**config.mk**
```make
export PLATFORM = sky130hd
export DESIGN_NAME = bcd_subtractor_seq_flat
export DESIGN_NICKNAME = d
export VERILOG_FILES = /design/src/rtl/bcd_subtractor_seq_if.sv /design/src/rtl/bcd_subtractor_seq.sv /design/src/flat_wrapper.sv
export SDC_FILE = /design/constraint.sdc
export NUM_CORES = 1
export LEC_CHECK = 0
export BUFFER_PORTS_ARGS = -buffer_cell sky130_fd_sc_hd__buf_2
export CAP_MARGIN = 10
export CORE_ASPECT_RATIO = 0.7
export CORE_MARGIN = 5
export CORE_UTILIZATION = 61
export CTS_BUF_LIST = sky130_fd_sc_hd__clkbuf_8
export DETAILED_ROUTE_END_ITERATION = 16
export GPL_TIMING_DRIVEN = 0
export PLACE_DENSITY_LB_ADDON = 0.15
export SLEW_MARGIN = 25
export SYNTH_ARGS = -nofsm -noshare
export SYNTH_HDL_FRONTEND = slang
export SYNTH_SLANG_ARGS = --single-unit
```
**constraint.sdc**
```tcl
create_clock -name clk -period 7.6 [get_ports clk]
set_input_delay 0.76 -clock clk [delete_from_list [all_inputs] [get_ports clk]]
set_output_delay 0.76 -clock clk [all_outputs]
set_load 0.1 [all_outputs]
```
**src/rtl/bcd_subtractor_seq_if.sv**
```systemverilog
// Handshake and operand/result bundle for the digit-serial BCD subtractor.
// The master drives the request; the slave returns status and results.
interface bcd_subtractor_seq_if #(
    parameter int DIGITS = 4
) ();
    logic                  start;
    logic [4*DIGITS-1:0]   a;
    logic [4*DIGITS-1:0]   b;
    logic                  bin;
    logic                  ready;
    logic                  valid;
    logic [4*DIGITS-1:0]   diff;
    logic                  borrow;
    logic                  err;

    modport master (
        output start, a, b, bin,
        input  ready, valid, diff, borrow, err
    );

    modport slave (
        input  start, a, b, bin,
        output ready, valid, diff, borrow, err
    );
endinterface

```
**src/rtl/bcd_subtractor_seq.sv**
```systemverilog
// Digit-serial BCD subtractor: diff = a - b - bin, one digit per clock,
// least significant digit first, with start/ready/valid handshake.
module bcd_subtractor_seq #(
    parameter int DIGITS = 4
) (
    input  logic                 clk,
    input  logic                 rst_n,
    bcd_subtractor_seq_if.slave  bus
);
    localparam int W  = 4 * DIGITS;
    localparam int IW = (DIGITS > 1) ? $clog2(DIGITS) : 1;

    typedef enum logic [1:0] {
        IDLE,
        CALC,
        DONE
    } state_t;

    state_t          state_q, state_d;
    logic [IW-1:0]   idx_q, idx_d;
    logic            br_q, br_d;
    logic [W-1:0]    a_q, a_d;
    logic [W-1:0]    b_q, b_d;
    logic [W-1:0]    diff_q, diff_d;
    logic            borrow_q, borrow_d;
    logic            err_q, err_d;
    logic            valid_q, valid_d;
    logic            ready_q, ready_d;

    logic [3:0]        a_dig;
    logic [3:0]        b_dig;
    logic signed [4:0] t;
    logic              neg;
    logic [3:0]        d_dig;
    logic              bad;
    int                lo;

    function automatic logic has_bad(input logic [W-1:0] v);
        logic r;
        r = 1'b0;
        for (int i = 0; i < DIGITS; i++) begin
            if (v[4*i +: 4] > 4'd9) r = 1'b1;
        end
        return r;
    endfunction

    // Current digit difference with decimal correction on underflow
    always_comb begin
        lo    = int'(idx_q) * 4;
        a_dig = a_q[lo +: 4];
        b_dig = b_q[lo +: 4];
        t     = $signed({1'b0, a_dig})
              - $signed({1'b0, b_dig})
              - $signed({4'b0000, br_q});
        neg   = t[4];
        d_dig = neg ? 4'(t + 5'sd10) : t[3:0];
        bad   = has_bad(bus.a) | has_bad(bus.b);
    end

    // Next-state and next-output logic for the IDLE/CALC/DONE sequencer
    always_comb begin
        state_d  = state_q;
        idx_d    = idx_q;
        br_d     = br_q;
        a_d      = a_q;
        b_d      = b_q;
        diff_d   = diff_q;
        borrow_d = borrow_q;
        err_d    = err_q;
        valid_d  = 1'b0;
        ready_d  = ready_q;
        unique case (state_q)
            IDLE: begin
                ready_d = 1'b1;
                if (bus.start) begin
                    a_d      = bus.a;
                    b_d      = bus.b;
                    idx_d    = '0;
                    br_d     = bus.bin;
                    err_d    = 1'b0;
                    borrow_d = 1'b0;
                    diff_d   = '0;
                    ready_d  = 1'b0;
                    if (bad) begin
                        err_d   = 1'b1;
                        br_d    = 1'b0;
                        state_d = DONE;
                    end else begin
                        state_d = CALC;
                    end
                end
            end
            CALC: begin
                diff_d[lo +: 4] = d_dig;
                br_d            = neg;
                idx_d           = idx_q + 1'b1;
                if (idx_q == IW'(DIGITS - 1)) state_d = DONE;
            end
            DONE: begin
                valid_d  = 1'b1;
                borrow_d = br_q;
                ready_d  = 1'b1;
                state_d  = IDLE;
            end
            default: begin
                state_d = IDLE;
                ready_d = 1'b1;
            end
        endcase
    end

    // Sequencer state and registered outputs
    always_ff @(posedge clk or negedge rst_n) begin
        if (!rst_n) begin
            state_q  <= IDLE;
            idx_q    <= '0;
            br_q     <= 1'b0;
            a_q      <= '0;
            b_q      <= '0;
            diff_q   <= '0;
            borrow_q <= 1'b0;
            err_q    <= 1'b0;
            valid_q  <= 1'b0;
            ready_q  <= 1'b1;
        end else begin
            state_q  <= state_d;
            idx_q    <= idx_d;
            br_q     <= br_d;
            a_q      <= a_d;
            b_q      <= b_d;
            diff_q   <= diff_d;
            borrow_q <= borrow_d;
            err_q    <= err_d;
            valid_q  <= valid_d;
            ready_q  <= ready_d;
        end
    end

    assign bus.ready  = ready_q;
    assign bus.valid  = valid_q;
    assign bus.diff   = diff_q;
    assign bus.borrow = borrow_q;
    assign bus.err    = err_q;
endmodule

```
**src/flat_wrapper.sv**
```systemverilog
// flat-port wrapper written by rule: the top's interface ports become plain ports
module bcd_subtractor_seq_flat 
#(
    parameter int DIGITS = 4
)
  (clk, rst_n, bus_start, bus_a, bus_b, bus_bin, bus_ready, bus_valid, bus_diff, bus_borrow, bus_err);
  bcd_subtractor_seq_if #(.DIGITS(DIGITS)) bus_i ();
  input  logic clk;
  input  logic rst_n;
  input wire logic [$bits(bus_i.start)-1:0] bus_start;
  input wire logic [$bits(bus_i.a)-1:0] bus_a;
  input wire logic [$bits(bus_i.b)-1:0] bus_b;
  input wire logic [$bits(bus_i.bin)-1:0] bus_bin;
  output wire logic [$bits(bus_i.ready)-1:0] bus_ready;
  output wire logic [$bits(bus_i.valid)-1:0] bus_valid;
  output wire logic [$bits(bus_i.diff)-1:0] bus_diff;
  output wire logic [$bits(bus_i.borrow)-1:0] bus_borrow;
  output wire logic [$bits(bus_i.err)-1:0] bus_err;
  assign bus_i.start = bus_start;
  assign bus_i.a = bus_a;
  assign bus_i.b = bus_b;
  assign bus_i.bin = bus_bin;
  assign bus_ready = bus_i.ready;
  assign bus_valid = bus_i.valid;
  assign bus_diff = bus_i.diff;
  assign bus_borrow = bus_i.borrow;
  assign bus_err = bus_i.err;
  bcd_subtractor_seq #(.DIGITS(DIGITS)) u_core (.clk(clk), .rst_n(rst_n), .bus(bus_i));
endmodule
```
# == After elaboration in Yosys (flattened, before gate mapping) ==
# Cells that the tools add are included.
# word_totals
wordCells,67
register_bits,57
# classes
n_eq_ne,5
order_cmp,8
addsub,5
reduce_logical,7
shifts,4
muxes,27
n_bitwise,1
# ops
op,count
$neg 4->33,1
$shift 4x33->16 const A,1
$shiftx 4x33->16,1
$gt 4x4->1 const B,8
$pmux 16 s2,1
$shiftx 16x5->4,2
$bwmux 16,1
$mux 16,1
$mux 1,14
$mux 2,4
$pmux 2 s2,2
$reduce_and 2->1,4
$pmux 1 s2,3
$sub 4x4->5,1
$sub 5x2->5,1
$add 4x4->4 const B,1
$eq 2x2->1 const B,2
$mux 4,1
$reduce_bool 2->1,2
$add 2x1->2 const B,1
$eq 2x1->1 const B,1
$logic_not 2->1,1
$ne 2x1->1 const B,1
$ne 2x2->1 const B,1
$or 1x1->1,1

# == Depth between registers and ports, before layout ==
# Gate-level depths: netlist of run 1.
# depth
ltp_word,9
depth_mapped,11

# == Least setup slack after synthesis of run 1 ==
# OpenSTA, ideal clock, no wires.
# synth_path
path_type,reg2reg
startpoint,reg u_core.idx_q[0]
endpoint,"reg u_core.diff_q[11], in the netlist u_core.bus.diff[11]"
path_buffers,2
arrival_ns,2.977
required_time_ns,7.477
stages_incl_launch_ff,11
slack_ns,4.501
setup_time_ns,0.123
cell_sequence,dfrtp_1 -> buf_6 -> clkbuf_8 -> mux4_2 -> fa_1 -> fa_1 -> nand2b_1 -> a211o_1 -> a21oi_1 -> xnor2_1 -> a22o_2
# synth_via
elab_chain_len,8
# synth_lines
item,line_no,text
start: declaration,bcd_subtractor_seq.sv:20,"logic [IW-1:0] idx_q, idx_d;"
start signal: assignment,bcd_subtractor_seq.sv:127,idx_q <= idx_d;
$shiftx 16x5->4 (on tied branches),"bcd_subtractor_seq.sv:50, bcd_subtractor_seq.sv:51",
$sub 4x4->5,bcd_subtractor_seq.sv:53,"- $signed({1'b0, b_dig})"
$sub 5x2->5,bcd_subtractor_seq.sv:54,"- $signed({4'b0000, br_q});"
$add 4x4->4,bcd_subtractor_seq.sv:56,d_dig = neg ? 4'(t + 5'sd10) : t[3:0];
$mux 4,bcd_subtractor_seq.sv:56,
$shiftx 4x33->16,bcd_subtractor_seq.sv:94,diff_d[lo +: 4] = d_dig;
$bwmux 16 (*),bcd_subtractor_seq.sv:94,
$pmux 16 s2 (*),bcd_subtractor_seq.sv:72,unique case (state_q)
end signal: assignment,bcd_subtractor_seq.sv:131,diff_q <= diff_d;
end: declaration,bcd_subtractor_seq.sv:24,"logic [W-1:0] diff_q, diff_d;"
# Every way passes the cells marked *; elsewhere a longest branch is shown, timed or not.
# A chain may end at the register's enable or synchronous reset.

# == Worst setup path after layout of run 1 ==
# layout_path
startpoint,reg u_core.idx_q[0]
endpoint,"reg u_core.diff_q[10], in the netlist u_core.bus.diff[10]"
# Same word-level chain as after synthesis.

==> results of run 1 <==
## layer usage
metal	vias up	wire length, um	part of all wire [%]	GRT usage (%)
met5	-	0	0	0
met4	0	82	1.4	4.46
met3	11	504	8.5	7.85
met2	61	2750	46	34.8
met1	968	2610	44	29.6
li1	896	-	-	-
## where the power goes
group	switching, uW	leakage [uW]	total [uW]	internal, uW
Sequential	18.0	0.000711	357	339
Combinational	157	0.000734	261	104
Clock	113	0.000103	255	142
Total	288	0.00155	873	585
## area by class of cell
cell class / instances / area share, %
Buffer: 8 / 2.21
Multi-Input combinational cell: 136 / 37.0
Sequential cell: 57 / 43.5
Tap cell: 55 / 2.10
Clock inverter: 4 / 0.572
Clock buffer: 12 / 5.04
Timing Repair Buffer: 55 / 8.47
Inverter: 9 / 1.03
## placed cells by master (no fill, tap or decap), drive strengths merged
master and n:
ha 9, a22oi 1, a22o 8, clkinv 3, nor3 2, and2 2, or2b 1, mux2 32
o21ai 18, o21a 1, nor2 5, fa 2, a211o 1, nand2 13, a31oi 1, nor3b 1
or3 1, nor2b 3, and3 2, nand2b 3, clkbuf 17, xor2 3, nand4 1, mux2i 2
a21oi 7, dfstp 1, buf 58, xnor2 1, o31ai 1, nand3 4, mux4 8, inv 10
dfrtp 56, nand3b 1, or4 1, nor4 1
## worst paths after layout
| path | slack, ns | end | start | cells past startpoint |
|---|---|---|---|---|
| setup / recovery | 4.01 | u_core.bus.diff[10] | u_core.idx_q[0] | 10 |
| hold / removal | 0.47 | u_core.a_q[2] | rst_n | 1 |
| setup reg to reg | 4.01 | u_core.bus.diff[10] | u_core.idx_q[0] | 10 |
| hold reg to reg | 0.48 | u_core.bus.diff[6] | u_core.bus.diff[6] | 2 |
| max in group asynchronous | 6.67 | u_core.bus.diff[7] | rst_n | 1 |
| min in group clk | 0.48 | u_core.bus.diff[6] | u_core.bus.diff[6] | 2 |
## metrics by stage
step           hold slack (ns)  std cells  utilization [%]
3_3_place_gp             0.465        320             71.0
2_1_floorplan            0.464        210                -
5_1_grt                  0.511        336             75.3
3_5_place_dp             0.468        320             71.1
6_report                 0.467        336             75.3
4_1_cts                  0.479        336             75.3
## kinds of logic (layout without fill, tap and decap cells)
logic type / after synthesis / after routing / share of synthesized area [%]
AO/OA/AOI/OAI: 38 / 38 / 8.79
XOR/XNOR: 4 / 4 / 1.27
adder cells (fa/ha/maj): 11 / 11 / 5.55
buffers and inverters: 17 / 88 / 3.87
flip-flops: 57 / 57 / 51.9
multiplexers: 42 / 42 / 20.9
AND/OR/NAND/NOR: 41 / 41 / 7.65
## flip-flops by register name, indices dropped and copies added, names as in the netlist
name               cells
u_core.state_q         2
u_core.bus.borrow      1
u_core.bus.diff       16
u_core.bus.err         1
u_core.br_q            1
u_core.bus.valid       1
u_core.idx_q           2
u_core.a_q            16
u_core.b_q            16
u_core.bus.ready       1
==> impl_metrics.yaml, run 1 <==
run_status:
  status: "finished clean"
floorplan:
  start_util_pct: 63.1
  rows: 20
  ios: 56
  die_y_um: 66.2
  die_w_um: 90.2
  die_area_sq_um: 5970
  core_sq_um: 4350
clocking:
  cts_tree: "yes"
  cts_made_buffers: 9
  h-tree-depth: 3
  clk_path_buf_depth: 2
  post_cts_buffers: 0
  clockRootBuffer: "clkbuf_8"
  cts_resized: 0
  hold_buffers: 0
  cts.sinks: 57
  clk_pin_slew_worst_paths_ns: 0.06
  clkLatencyLatePin_ns: 0.34
yosys:
  synth_area_per_cell_sq_um: 13.1
  synth_most_common_cell: "dfrtp_1"
  netlist_area_sq_um: 2750
  yosysTopAreaCell: "dfrtp_1"
  yosysTopAreaCellShare_pct: 51.0
  async_flop_share_pct: 100
  syn_inst: 210
  syn_nets: 257
  ys_types: 40
  synth_commonest_cells: "dfrtp_1, mux2_2, o21ai_0"
  synth_seq_cells: 57
  ys_seq_area_share_pct: 51.9
  synth-main-ff-cell: "dfrtp_1"
  ys_top_cells_by_area: "dfrtp_1, mux2_2, ha_1"
  yosys_warnings: 0
  synth_edf_count: 0
sta:
  relSlewSlack_pct: 53.1
  setup-tns-final_ns: 0
  fin_crit_sh_pct: 47.2
  setup_ws_ns: 4.01
  rsz0062_at_grt: "false"
  max_freq_ghz: 0.279
  hold_violations: 0
  layout_min_cycle_time_ns: 3.59
  skew_ns: 0.00765
  finalSetupViolCount: 0
  finalMaxSlewViolations: 0
  worst-slew-pin-transition_ns: 0.703
setup_path:
  startpoint_type: "flip-flop"
  setup.worst_path.end_class: "flip-flop"
  path_delay_family: "multiplexers"
  slowest_stage: "mux4_2"
  cp_common_cell: "fa_1"
  critPathBufInv: 2
  crit_required_ns: 7.80
  arrival_ns: 3.78
  worstPathCellList: "buf_6 > clkbuf_8 > mux4_2 > fa_1 > fa_1 > nand2b_1 > a31oi_1 > and2_1 > mux2i_1 > o21ai_0"
  crit_type: "reg -> reg"
  crit_fanout: 10
  cp_slowest_stage_delay_ns: 0.52
pwr:
  leakage_uw: 0.00155
  max-vdd-ir-drop_mv: 0.215
  p_per_area_nw_per_um2: 266
  p_total_uw: 873
routing:
  wl_per_cell_um: 17.7
  vias_per_cell: 5.76
  totalWireLength_um: 5950
  vias: 1936
  drt-initial-drc-count: 111
  detail-route-antenna-nets: 0
  route.detailed.drc: 0
  drt_first_pass_iters: 4
grt:
  antenna_found_initial: 0
  grt_pass1_vias: 1956
  grt_pass1_wl_um: 9960
  grt_max_degree: 58
  grtUsageTotal_pct: 22.0
  grt_overflow_total: 0
placed_design:
  dpl_cell_area_sq_um: 3100
  place_ws_ns: 4.05
  post-dp-hpwl_um: 4450
  globalplace.congestion: 0.818
  portBuffers: 55
worst_hold_path:
  worstHoldPathType: "in -> async"
final_layout:
  nets: 323
  finalInstanceArea_sq_um: 3280
  multi_input_area_sq_um: 1210
  seqCellArea_sq_um: 1430
  fillers: 303
  drive_above_1_share_pct: 42.0
  n_antenna_cell: 0
  syn_to_final_growth_pct: 19.3
job:
  max-cap-violations: 0
Note: power is estimated with default switching activity, not from simulation.
==> run 2: changes to the inputs <==
--- a/config.mk
+++ b/config.mk
@@ -9,7 +9,7 @@
 export CAP_MARGIN = 10
 export CORE_ASPECT_RATIO = 0.7
 export CORE_MARGIN = 5
-export CORE_UTILIZATION = 61
+export CORE_UTILIZATION = 57
 export CTS_BUF_LIST = sky130_fd_sc_hd__clkbuf_8
 export DETAILED_ROUTE_END_ITERATION = 16
 export GPL_TIMING_DRIVEN = 0
==> constraint.sdc (replaced) <==
create_clock -name clk -period 3.58 [get_ports clk]
set_input_delay 0.358 -clock clk [delete_from_list [all_inputs] [get_ports clk]]
set_output_delay 0.358 -clock clk [all_outputs]
set_load 0.1 [all_outputs]
==> run 2 against run 1 <==
  * Cell count up 0.60%
  * Via count down 1.1%
  * Maximum frequency up 5.0%
  * Design area up 1.2%
  * Sequential power up 110%
  * Sequential share of layout area down 0.51 points
  * Register-to-register slack worse by 3.8 ns
  * Clock power up 130%
  * Critical path depth unchanged
==> impl_metrics.yaml, run 2 (synthesis gave the netlist of run 1 again) <==
run_status:
  status: "finished clean"
clocking:
  h-tree-depth: 3
  clkLatencyLatePin_ns: 0.34
  clockRootBuffer: "clkbuf_8"
  cts_tree: "yes"
  post_cts_buffers: 0
  cts_made_buffers: 9
  clk_pin_slew_worst_paths_ns: 0.06
  cts.sinks: 57
  clk_path_buf_depth: 2
floorplan:
  core_sq_um: 4730
  rows: 21
  die_area_sq_um: 6330
  ios: 56
  die_w_um: 93
  start_util_pct: 58.1
  die_y_um: 68.1
job:
  max-cap-violations: 0
grt:
  antenna_found_initial: 0
  grt_max_degree: 58
  grtUsageTotal_pct: 21.1
  grt_overflow_total: 0
  grt_pass1_vias: 1930
  grt_pass1_wl_um: 9740
setup_path:
  rr_startpoint: "u_core.idx_q[0]"
  r2r_slack_ns: 0.16
  cp-startpoint: "u_core.idx_q[0]"
  reg2reg_to: "u_core.bus.diff[3]"
  slowest_stage: "mux4_2"
  crit_fanout: 10
  critPathBufInv: 2
  path_delay_family: "adder cells"
  cp.depth: 10
  crit_type: "reg -> reg"
  endpoint: "u_core.bus.diff[3]"
  r2r_cells: 10
  worstPathCellList: "buf_6 > clkbuf_8 > mux4_2 > fa_2 > fa_1 > nand2b_1 > a211o_1 > a21oi_1 > xnor2_2 > a22o_2"
  cp_slowest_stage_delay_ns: 0.52
  crit_required_ns: 3.80
  setup.worst_path.end_class: "flip-flop"
  arrival_ns: 3.63
  startpoint_type: "flip-flop"
placed_design:
  place_ws_ns: 0.0125
  post-dp-hpwl_um: 4400
  portBuffers: 55
  globalplace.congestion: 0.772
worst_hold_path:
  worstHoldPathType: "in -> async"
routing:
  wl_per_cell_um: 17.4
  totalWireLength_um: 5890
  drt_first_pass_iters: 4
  drt-initial-drc-count: 93
  route.detailed.drc: 0
  vias_per_cell: 5.67
  vias: 1915
  detail-route-antenna-nets: 0
sta:
  finalSetupViolCount: 0
  relSlewSlack_pct: 53.9
  skew_ns: 0.00725
  worst-slew-pin-transition_ns: 0.691
  max_freq_ghz: 0.293
  finalMaxSlewViolations: 0
  worst_hold_slack_ns: 0.0560
  setup-tns-final_ns: 0
  rsz0062_at_grt: "false"
  layout_min_cycle_time_ns: 3.42
  hold_violations: 0
  setup_ws_ns: 0.164
  fin_crit_sh_pct: 95.4
pwr:
  max-vdd-ir-drop_mv: 0.299
  p_total_uw: 1970
  p_per_area_nw_per_um2: 592
  leakage_uw: 0.00156
final_layout:
  n_antenna_cell: 0
  drive_above_1_share_pct: 43.1
  final_common_cell: "dfrtp_1"
  syn_to_final_growth_pct: 20.7
  layout_common_cells: "dfrtp_1, buf_2, mux2_2, o21ai_0, nand2_1"
  nets: 323
## run 2: changes by cell type in the layout (fill, tap and decap cells not counted), sizes merged
| cell | change |
|---|---|
| clkbuf | -2 |
| inv | +2 |
| bufinv | +1 |
| clkinv | -1 |
## run 2: worst min-delay path by stage
| stage | from | endpoint | depth (start not counted) |
|---|---|---|---|
| 6_report | rst_n | u_core.a_q[2] | 1 |
| 5_1_grt | rst_n | u_core.a_q[7] | 1 |
| 4_1_cts | rst_n | u_core.b_q[8] | 1 |
| 3_5_place_dp | rst_n | u_core.a_q[2] | 1 |
| 3_3_place_gp | u_core.bus.diff[5] | u_core.bus.diff[5] | 2 |
| 2_1_floorplan | rst_n | u_core.a_q[0] | 0 |
## run 2: timing repair
item | 4_1_cts | 5_1_grt
hold buffers | 0 | 0
gates resized for setup | 1 | 5
setup endpoints to repair | 2 | 12
## run 2: layer usage
layer	part of all wire, %	routed length (um)	GRT usage [%]
met1	48	2810	28.9
met2	46	2710	30.9
met3	4.9	291	6.81
met4	1.3	78	9.51
met5	0	0	0
## run 2: final cells by class
class	instances	area [sq um]
Multi-Input combinational cell	136	1250
Sequential cell	57	1430
Buffer	8	72.6
Tap cell	57	71.3
Timing Repair Buffer	55	278
Clock inverter	6	51.3
Fill cell	353	1410
Clock buffer	10	138
Inverter	9	33.8
## run 2: through the flow
stage	utilization, %	std cells	area (sq um)
global placement	65.4	322	3100
finish	70.2	338	3320
global route	70.2	338	3320
CTS	69.6	338	3290
floorplan	-	210	2750
detailed placement	65.5	322	3100
## run 2: where the power goes
group	switching (uW)	internal [uW]
Sequential	38.3	720
Combinational	361	272
Clock	245	330
Total	644	1320
